===== src/rtl/hdc_hf_pkg.sv =====
// Shared definitions for the hdc_hf encoder blocks (binder, bundler, similarity).
package hdc_hf_pkg;

  localparam int DEF_DIMENSIONS = 5;

  // Counter width able to hold the values 0..n
  function automatic int cnt_width(input int n);
    return (n < 1) ? 1 : $clog2(n + 1);
  endfunction

  typedef enum logic [1:0] {
    IDLE  = 2'd0,
    ACCUM = 2'd1,
    DONE  = 2'd2
  } hf_state_e;

endpackage


===== src/rtl/bundle_counter_hf.sv =====
// Ones-counter for a single hypervector dimension.
// On load it restarts from the incoming bit. On inc it adds the incoming bit.
module bundle_counter_hf
  import hdc_hf_pkg::*;
#(
  parameter int CNT_W = 2
) (
  input  logic             clk,
  input  logic             nrst,
  input  logic             load,
  input  logic             inc,
  input  logic             bit_in,
  output logic [CNT_W-1:0] count
);

  // Clear on reset, restart on load, count ones on inc
  always_ff @(posedge clk) begin
    if (nrst)
      count <= '0;
    else if (load)
      count <= CNT_W'(bit_in);
    else if (inc && bit_in)
      count <= count + CNT_W'(1);
  end

endmodule


===== src/rtl/bundler_hf.sv =====
// Bitwise-majority bundler: accumulates NUM_INPUTS hypervectors and
// emits their per-dimension majority with a one-cycle out pulse.
module bundler_hf
  import hdc_hf_pkg::*;
#(
  parameter int DIMENSIONS = DEF_DIMENSIONS,
  parameter int NUM_INPUTS = 3,
  parameter bit TIE_ONE    = 1'b0
) (
  input  logic                  clk,
  input  logic                  nrst,
  input  logic                  en,
  input  logic [DIMENSIONS-1:0] hv_in,
  output logic                  out,
  output logic [DIMENSIONS-1:0] hv_out
);

  localparam int CNT_W = cnt_width(NUM_INPUTS);

  hf_state_e                              state;
  logic [CNT_W-1:0]                       acc_cnt;
  logic [DIMENSIONS-1:0][CNT_W-1:0]       cnt;
  logic [DIMENSIONS-1:0][CNT_W-1:0]       cnt_nxt;
  logic [DIMENSIONS-1:0]                  maj_nxt;
  logic                                   load;
  logic                                   inc;
  logic                                   fin;

  // IDLE and DONE start a fresh bundle; ACCUM adds to the running one
  assign load = en && (state != ACCUM);
  assign inc  = en && (state == ACCUM);

  // The accepted vector completes the bundle
  assign fin = load ? (NUM_INPUTS == 1)
                    : (inc && (acc_cnt == CNT_W'(NUM_INPUTS - 1)));

  genvar g;
  generate
    for (g = 0; g < DIMENSIONS; g++) begin : g_cnt
      bundle_counter_hf #(.CNT_W(CNT_W)) u_cnt (
        .clk    (clk),
        .nrst   (nrst),
        .load   (load),
        .inc    (inc),
        .bit_in (hv_in[g]),
        .count  (cnt[g])
      );
    end
  endgenerate

  // Post-accept counts and their majority, so hv_out can be registered on the
  // same edge that enters DONE and is valid alongside out
  always_comb begin
    cnt_nxt = '0;
    maj_nxt = '0;
    for (int i = 0; i < DIMENSIONS; i++) begin
      logic [CNT_W:0] dbl;
      cnt_nxt[i] = load ? CNT_W'(hv_in[i]) : (cnt[i] + CNT_W'(hv_in[i]));
      dbl        = {cnt_nxt[i], 1'b0};
      if (dbl > (CNT_W + 1)'(NUM_INPUTS))
        maj_nxt[i] = 1'b1;
      else if (dbl == (CNT_W + 1)'(NUM_INPUTS))
        maj_nxt[i] = TIE_ONE;
      else
        maj_nxt[i] = 1'b0;
    end
  end

  // Control FSM with registered out / hv_out
  always_ff @(posedge clk) begin
    if (nrst) begin
      state   <= IDLE;
      acc_cnt <= '0;
      out     <= 1'b0;
      hv_out  <= '0;
    end else begin
      out <= 1'b0;
      case (state)
        IDLE, DONE: begin
          if (en) begin
            acc_cnt <= CNT_W'(1);
            state   <= fin ? DONE : ACCUM;
          end else begin
            acc_cnt <= '0;
            state   <= IDLE;
          end
        end
        ACCUM: begin
          if (en) begin
            acc_cnt <= acc_cnt + CNT_W'(1);
            if (fin) state <= DONE;
          end
        end
        default: begin
          acc_cnt <= '0;
          state   <= IDLE;
        end
      endcase
      if (fin) begin
        out    <= 1'b1;
        hv_out <= maj_nxt;
      end
    end
  end

endmodule


===== config.mk =====
export PLATFORM = sky130hd
export DESIGN_NAME = bundler_hf
export DESIGN_NICKNAME = d
export VERILOG_FILES = /design/src/rtl/hdc_hf_pkg.sv /design/src/rtl/bundle_counter_hf.sv /design/src/rtl/bundler_hf.sv
export SDC_FILE = /design/constraint.sdc
export NUM_CORES = 1
export LEC_CHECK = 0
export CAP_MARGIN = 20
export CORE_MARGIN = 2
export CORE_UTILIZATION = 30
export DETAILED_ROUTE_END_ITERATION = 8
export PLACE_DENSITY = 0.54
export SLEW_MARGIN = 30
export SYNTH_ARGS = -nofsm -noshare
export SYNTH_HDL_FRONTEND = slang
export SYNTH_SLANG_ARGS = --single-unit
export TNS_END_PERCENT = 100

===== constraint.sdc =====
create_clock -name clk -period 1.2 [get_ports clk]
set_clock_uncertainty 0.1 [all_clocks]
set_input_delay 0.3 -clock clk [delete_from_list [all_inputs] [get_ports clk]]
set_output_delay 0.3 -clock clk [all_outputs]
set_load 0.05 [all_outputs]

## After elaboration in Yosys (flattened, before gate mapping)

Cells that the tools add are included.

| word-level totals | value |
|---|---|
| input port bits | 8 |
| output and inout bits | 6 |
| flip-flop bits (word level) | 20 |

| cells by class | value |
|---|---|
| eq/ne operators | 6 |
| add/sub/neg operators | 11 |
| mux-type cells | 30 |
| order comparisons | 5 |
| reductions and logical operators | 17 |

Operators with widths:

| kind | count |
|---|---|
| two-way mux 2 bit | 10 |
| two-way mux 1 bit | 18 |
| > comparator 3 x 2 -> 1 bit (second input constant) | 5 |
| adder 2 x 1 -> 2 bit (second input constant) | 6 |
| adder 2 x 1 -> 2 bit | 5 |
| nonzero test 2 bit | 5 |
| logical AND 1 bit | 8 |
| case mux 2 bit (2 select lines) | 2 |
| == test 2 bit (second input constant) | 2 |
| != test 2 bit (second input constant) | 2 |
| OR reduction 2 bit | 2 |
| == test 2 x 1 -> 1 bit (second input constant) | 1 |
| zero test 2 bit | 1 |
| != test 2 x 1 -> 1 bit (second input constant) | 1 |
| AND reduction 2 bit | 1 |

## Logic depth before layout (Yosys ltp)

| logic depth | value |
|---|---|
| word-level depth | 7 |
| depth in mapped cells | 6 |

## By module

From an unflattened synthesis, not the netlist that was laid out.

| second synthesis, totals | value |
|---|---|
| cell total of the unflattened synthesis | 101 |
| area total of the unflattened synthesis | 924.6 µm² |

By module, submodules not included:

| module | instances | area an instance (µm²) | cells an instance |
|---|---|---|---|
| bundler_hf | 1 | 467.9 | 51 |
| bundle_counter_hf | 5 | 91.3 | 10 |

## Least setup slack after synthesis

No wires, ideal clock.

| path | value |
|---|---|
| path type | reg2reg |
| start | reg acc_cnt[0] |
| end | reg hv_out[2] |
| slack | -0.074 ns |
| arrival | 1.088 ns |
| cell stages (with the launch flop) | 7 |
| cell sequence | dfxtp_1 > inv_1 > ha_1 > and4b_2 > buf_6 > nor2_1 > a211oi_1 |

| between the ends | value |
|---|---|
| longest elaborated chain between the ends | 3 |

Ends and longest elaborated chain:

| element | line | RTL |
|---|---|---|
| start: declaration | bundler_hf.sv:21 | `logic [CNT_W-1:0] acc_cnt;` |
| start signal: assignment | bundler_hf.sv:90 | `acc_cnt <= acc_cnt + CNT_W'(1);` |
| == test 2 bit | bundler_hf.sv:35 | `: (inc && (acc_cnt == CNT_W'(NUM_INPUTS - 1)));` |
| logical AND 1 bit | bundler_hf.sv:35 |  |
| two-way mux 1 bit | bundler_hf.sv:34 | `assign fin = load ? (NUM_INPUTS == 1)` |
| end signal: assignment | bundler_hf.sv:101 | `hv_out <= maj_nxt;` |
| end: declaration | bundler_hf.sv:15 | `output logic [DIMENSIONS-1:0] hv_out` |

Every way passes these cells.
A chain may end at the register's enable or synchronous reset.

## Final worst setup path

| path | value |
|---|---|
| start | reg acc_cnt[0] |
| end | reg hv_out[0] |

The elaborated chain is that of the path after synthesis.

==> impl.org <==
** Worst hold path
- Cells on Worst Hold Path :: 4
- In this run the most critical hold path is launched from en.
- Min-delay worst type :: in -> reg

** CTS
- CTS placed an instance of sky130_fd_sc_hd__clkbuf_4 at the clock tree root.
- After clock tree synthesis, the clock-pin slew on the worst setup and hold paths is 110 ps.
- TritonCTS built the clock tree.
- Hold-fix buffer count after cts :: 0
- Clock tree synthesis inserted a total of 3 buffers.
- Buffer depth of the longest clock path :: 2
- For this design, the sink count on the clock tree is 20.
- Total number of H-tree levels :: 1
- Clock Latency Late Sink :: 310 ps

** Synthesis
- Number of nets produced by synthesis :: 120
- During synthesis, Yosys emitted a total of 0 warnings.
- Register area share after synthesis :: 41.3%
- FF+latch count, synth :: 20
- The synthesized netlist occupies a cell area of 968 um^2.
- Dividing the synthesized area by the synthesized cell count gives 8.72 um^2.
- Counting every instance in the synthesized netlist gives 111.
- Synthesis instantiated 25 different standard cells from the library.

** Finish
- Leaving out filler cells and counting taps, the final layout contains 196.
- Antenna diodes :: 0
- Number of inserted filler cells in the final layout :: 311
- The library cell used most frequently in the layout, excluding fill and tap cells, is sky130_fd_sc_hd__buf_4.
- Relative to the synthesized area, the layout overhead comes to 62.1%.
- The post-route netlist has 48.7% of its cells at a drive strength greater than 1.
- Core utilization of the finished layout :: 51.4%
- Net count, final :: 162
- Most frequent cells in the layout :: sky130_fd_sc_hd__buf_4 (24), sky130_fd_sc_hd__dfxtp_1 (10), sky130_fd_sc_hd__nand2_1 (8), sky130_fd_sc_hd__dfxtp_2 (8)

** Power and ir drop
- For this design the ratio of total power to cell area is 959 nW/um^2.
- Switching Power :: 360 uW
- Net switching is 23.9% of the power.
- Static leakage power :: 0.000640 uW
- In this run, the clock network consumes 37.3% of the power.
- Cell internal power was estimated by the tool at 1150 uW.
- In this run, the combinational gates consume 15.9% of the power.
- Per report_power, the sequential group accounts for 46.8% of the total.
- Across the VDD grid, the largest voltage drop is 391 uV.

** Timing
- Count of endpoints failing hold in the final timing report :: 0
- The total count of max-transition violations in the final report came to 0.
- Dividing the final minimum period by the clock period gives 107%.
- Setup repair after global routing could not meet its margin everywhere.
- Across all setup checks in the final design, the least slack found is -85.9 ps.
- Timing would allow up to 778 MHz.
- For the finished layout, the period the worst path requires is 1290 ps.
- Post-Route Setup TNS :: -360 ps
- Hold timing on the final database bottoms out at a slack of 365 ps.
- For the pin with the worst max-slew slack, the measured transition is 338 ps.
- Max-slew headroom :: 77.4%
- Number of setup violations in the final report :: 12

** Status
- The checks that failed: setup timing.
- The flow ran to the end, but the final reports show violations.

** Setup path
- The worst setup path is captured at a register.
- Reg2reg start :: acc_cnt[0]
- Data on the critical path is required at its endpoint by 1330 ps.
- The critical path is of the reg -> reg type.
- Worst Path Max Fanout :: 5
- Launch point of the critical path :: acc_cnt[0]
- Worst R2R Path Depth :: 5
- Setup slack of the worst register-to-register path :: -90 ps
- STA classifies the critical path startpoint as a register.
- Crit path arrival time :: 1410 ps

** Floorplanning
- The die is 60.8 um wide.
- Area of the die :: 3700 um^2
- The die is 60.8 um tall.
- Pin placement for this block handled 14 I/O pins.
- The floorplan has 20 rows.
- Core region area :: 3050 um^2
- Initial Utilization :: 31.7%

** GRT
- Global routing finished with a remaining overflow of 0.
- The first global-routing pass estimated 4020 um of wire.
- Entering global routing, the biggest net connects 13 pins.
- Global routing consumed, over all layers together, 14.6% of the routing resources.
- Number of global-route vias before repair :: 891
- Number of antenna violations at the first check in global routing :: 0

** Drt
- DR DRC count :: 0
- The detail route stage leaves a number of antenna-violating nets equal to 0.
- For this block, the routed nets add up to 2420 um of wire.
- Using the TritonRoute via totals, the vias-per-cell ratio works out to 4.86.
- Number of iterations in the first detailed-routing pass :: 4
- Violation count after the first detailed-route iteration :: 14
- Total number of vias :: 953
- Wire per inst :: 12.3 um

** Placed design
- Number of input and output port buffers inserted :: 13
- Cells after DPL :: 180
- The wire-length estimate of the detail-placed layout is 1510 um.
- Final estimated routing congestion in global placement :: 0.734
- Setup slack after placement :: -601 ps

** Job
- Across the run, the number of max-cap violations was 0.
-- repair_timing --
| action | CTS | global route |
|---|---|---|
| gates cloned | 1 | 1 |
| setup endpoints to repair | 26 | 25 |
| gates resized for setup | 39 | 16 |
| pin swaps | 7 | 6 |
| setup buffers | 5 | 5 |
-- cell families (layout without fill, tap and decap cells) --
kind of cell	Yosys count	in the layout	synth area share (%)
DFF	20	20	41.3
buffers and inverters	10	50	6.20
and+or+nand+nor	41	42	25.7
AOI/OAI and AO/OA	34	34	20.9
xor gates and xnor gates	5	5	4.52
adders and majority gates	1	1	1.29
-- power by group through the flow --
stage	clock network, uW	logic, uW	registers (uW)
finish	562	240	704
global route	603	263	709
CTS	577	213	704
detailed placement	0	203	716
global placement	0	199	715
floorplan	0	108	712
-- critical path: stages (launching register included) --
cell and delay, ps:
sky130_fd_sc_hd__dfxtp_2 350, sky130_fd_sc_hd__inv_2 50, sky130_fd_sc_hd__ha_4 150, sky130_fd_sc_hd__and4b_2 260
sky130_fd_sc_hd__buf_6 130, sky130_fd_sc_hd__a211oi_2 170
-- layer usage --
metal  vias to the layer above  global-route usage [%]  share of wire (%)
li1                        478                       -                  -
met1                       455                    18.5                 48
met2                        18                    25.0                 49
met3                         2                    2.56                2.9
met4                         0                    4.66               0.62
met5                         -                       0                  0
-- per-stage QoR --
step	instance area [um^2]	total power, uW
after floorplan	971	820
after global placement	1310	915
after detailed placement	1310	919
after CTS	1480	1490
after global routing	1570	1570
final	1570	1510
-- worst paths after layout --
path                                  end
setup / recovery                hv_out[0]
hold / removal    g_cnt[0].u_cnt.count[0]
setup reg to reg                hv_out[0]
hold reg to reg   g_cnt[4].u_cnt.count[0]
-- cell usage after synthesis, drive strengths merged --
| cell | instances | area, um^2 |
|---|---|---|
| nand2b | 5 | 31.3 |
| nor3b | 6 | 45.0 |
| o32ai | 1 | 8.76 |
| a211oi | 5 | 37.5 |
| nor2 | 6 | 22.5 |
| a21o | 5 | 37.5 |
| inv | 2 | 7.51 |
| or2 | 1 | 6.26 |
| clkbuf | 2 | 7.51 |
| and3b | 1 | 8.76 |
| a2bb2oi | 1 | 8.76 |
| or4 | 5 | 37.5 |
| o21ai | 11 | 55.1 |
| ha | 1 | 12.5 |
| nand2 | 12 | 45.0 |
| xor2 | 5 | 43.8 |
| dfxtp | 20 | 400 |
| a21oi | 11 | 55.1 |
| buf | 6 | 45.0 |
| nor2b | 3 | 21.3 |
| nand3b | 1 | 20.0 |
| and4b | 1 | 11.3 |
-- cell type report --
cell class | count | area, um^2 | share of cell area [%]
clock inverter | 1 | 30.0 | 1.91
sequential | 20 | 418 | 26.6
tap | 44 | 55.1 | 3.51
timing repair inverter | 1 | 7.51 | 0.478
clock buffer | 3 | 22.5 | 1.43
inverter | 2 | 11.3 | 0.717
multi-input combinational | 82 | 601 | 38.2
timing repair buffer | 43 | 425 | 27.1
-- flip-flops by register name, summed over array words and instances, names as in the netlist --
signal	count
g_cnt.u_cnt.count	10
hv_out	5
acc_cnt	2
state	2
out	1
Power figures use the tool's default switching activity.
==> variant: new RTL, config.mk and constraints unchanged <==
Register the output `hv_out` once more, cleared by the reset; this adds one clock of latency there. The other outputs are not delayed to match. Comments in the files are not updated.
--- a/src/rtl/bundler_hf.sv
+++ b/src/rtl/bundler_hf.sv
@@ -17,4 +17,6 @@
 
   localparam int CNT_W = cnt_width(NUM_INPUTS);
+
+  logic [DIMENSIONS-1:0] hv_s0;
 
   hf_state_e                              state;
@@ -73,5 +75,5 @@
       acc_cnt <= '0;
       out     <= 1'b0;
-      hv_out  <= '0;
+      hv_s0   <= '0;
     end else begin
       out <= 1'b0;
@@ -99,6 +101,14 @@
       if (fin) begin
         out    <= 1'b1;
-        hv_out <= maj_nxt;
+        hv_s0 <= maj_nxt;
       end
+    end
+  end
+
+  always_ff @(posedge clk) begin
+    if (nrst) begin
+      hv_out <= '0;
+    end else begin
+      hv_out <= hv_s0;
     end
   end
Formal check against the unedited RTL: not equivalent (Yosys sat finds a counterexample within 4 cycles, from zero or initial values and one cycle with nrst high).
==> variant against the original RTL <==
The run still ends with setup timing left. Utilization down 5.7 points. Synthesized cell count rose by 9.9%. Sequential power is 23% higher. Non-clock buffer count is 8 lower. Maximum frequency shrank 1.7%. Final cell count grew 1.0%. Synthesized area up 11%. Power is 4.2% lower. Largest cell class unchanged. Worst setup slack got worse by 0.022 ns. Final area down 1.2%. Routed wire length is the same. Sequential cell count is 5 higher.
==> variant: results (changes against the original RTL) <==
* Status: finished, violations left (unchanged)
* Via Count at 971 (was 953)
* Clock-pin slew on the worst setup and hold paths at 0.13 ns (was 0.11 ns)
* Worst hold margin at 0.328 ns (was 0.365 ns)
* R2R Path End: hv_s0[1] (was hv_out[0])
* Vias in the first global route at 852 (was 891)
* P_int at 1.08 mW (was 1.15 mW)
* DP HPWL at 1660 µm (was 1510 µm)
* Syn nets at 131 (was 120)
* Synth area leaders: dfxtp_1 47%, a21oi_1 7.0%, o21ai_0 6.5%, nand2_1 6.3%, a21o_1 3.5% (was dfxtp_1 41%, a21oi_1 5.7%, o21ai_0 5.7%, nand2_1 4.7%, nor3b_1 4.7%)
* Crit Reg-Reg Startpoint: acc_cnt[0] (unchanged)
* Fin Setup TNS at -0.635 ns (was -0.360 ns)
* DRT iter0 DRCs at 11 (was 14)
* Failing checks: setup timing (unchanged)
* Biggest regs: g_cnt.u_cnt.count (10), hv_out (5), hv_s0 (5) (was g_cnt.u_cnt.count (10), hv_out (5))
* Fin worst setup slack at -0.108 ns (was -0.0859 ns)
* Part of the Yosys area used for sequential elements at 0.465 (was 0.413)
* Nets at 162 (unchanged)
* Hold Crit Start: hv_in[2] (was en)
* Hold EP: hv_s0[2] (was g_cnt[0].u_cnt.count[0])
* WL final at 2420 µm (unchanged)
* Setup violators final at 10 (was 12)
* Warnings, synthesis at 0 (unchanged)
* Ratio of cells with drive above 1 in the final layout at 0.355 (was 0.487)
* Gr usage total at 0.115 (was 0.146)
* M1 GR Usage at 0.148 (was 0.185)
* Largest net degree at the start of global routing at 14 (was 13)
* CP max FO at 6 (was 5)
* GRT met2 Usage at 0.193 (was 0.250)
* GP Congestion at 0.716 (was 0.734)
* Met3 GRT Util at 0.0211 (was 0.0256)
* LEAKAGE at 0.643 nW (was 0.640 nW)
* Register-to-Register Path Depth at 6 (was 5)
* Worst VDD drop at 0.000457 V (was 0.000391 V)
* H-tree levels at 1 (unchanged)
* Leading cell types by count after synthesis: 25 x dfxtp_1, 18 x nand2_1, 15 x a21oi_1 (was 20 x dfxtp_1, 12 x nand2_1, 11 x a21oi_1, 11 x o21ai_0)
* Worst-margin pin slew at 0.400 ns (was 0.338 ns)
* Fillcell total at 326 (was 311)
* First-pass GRT wire length at 3770 µm (was 4020 µm)
variant: cell count changes after synthesis, moves of 2 or more:
cell,delta
a211oi_1,-5
a21oi_1,+4
and2_1,+2
dfxtp_1,+5
nand2_1,+6
nand2b_1,-5
nor2_1,-5
nor2b_1,+4
o21ai_0,+3
variant: layout make-up:
| type | count | area, µm² | area share |
|---|---|---|---|
| clock buffer | 4 | 26.3 | 0.0169 |
| inverter | 3 | 11.3 | 0.00726 |
| multi-input combinational | 85 | 558 | 0.360 |
| sequential | 25 | 518 | 0.334 |
| tap | 46 | 57.6 | 0.0371 |
| timing repair buffer | 35 | 380 | 0.245 |
variant: worst max path at each step:
stage / from / end / slack, ns / cells past startpoint
floorplan: acc_cnt[0] / hv_s0[1] / 0.004 / 6
global placement: nrst / hv_s0[2] / -0.55 / 4
detailed placement: en / hv_s0[2] / -0.53 / 5
CTS: acc_cnt[0] / hv_s0[2] / -0.12 / 6
global route: acc_cnt[0] / hv_s0[2] / -0.18 / 6
finish: acc_cnt[0] / hv_s0[1] / -0.11 / 6
variant: layer usage:
metal	part of all wire	up-vias	wire [µm]
met5	0	-	0
met4	0.017	0	42
met3	0.047	6	113
met2	0.51	26	1230
met1	0.43	455	1030
li1	-	484	-
variant: through the flow:
step           instances  setup WS (ns)  area, µm²
2_1_floorplan        122        0.00421       1080
3_3_place_gp         192         -0.547       1440
3_5_place_dp         192         -0.530       1440
4_1_cts              196         -0.122       1480
5_1_grt              198         -0.180       1550
6_report             198         -0.108       1550
variant: power by group through the flow:
stage               logic (mW)  clock network [mW]  registers, mW
finish                   0.213               0.364          0.866
global route             0.235               0.419          0.870
CTS                      0.197               0.398          0.867
detailed placement       0.201                   0          0.885
global placement         0.197                   0          0.883
floorplan                0.108                   0          0.880
variant: timing repair:
action,4_1_cts,5_1_grt
pin swaps,2,5
cloned,0,1
resized for setup,16,16
endpoints found under the setup margin,26,22
buffers inserted,0,2
variant: kinds of logic after synthesis:
group / count (synthesis) / share of synthesized area
buf+inv: 12 / 0.0570
xor+xnor: 4 / 0.0326
fa+ha+maj: 1 / 0.0116
flops: 25 / 0.465
compound gates: 39 / 0.210
simple gates: 41 / 0.223
variant: tightest hold or removal path, stage by stage:
cell and delay, ns:
dlymetal6s2s_1 0.13, nand2_1 0.08, or2_2 0.12, a31oi_1 0.07
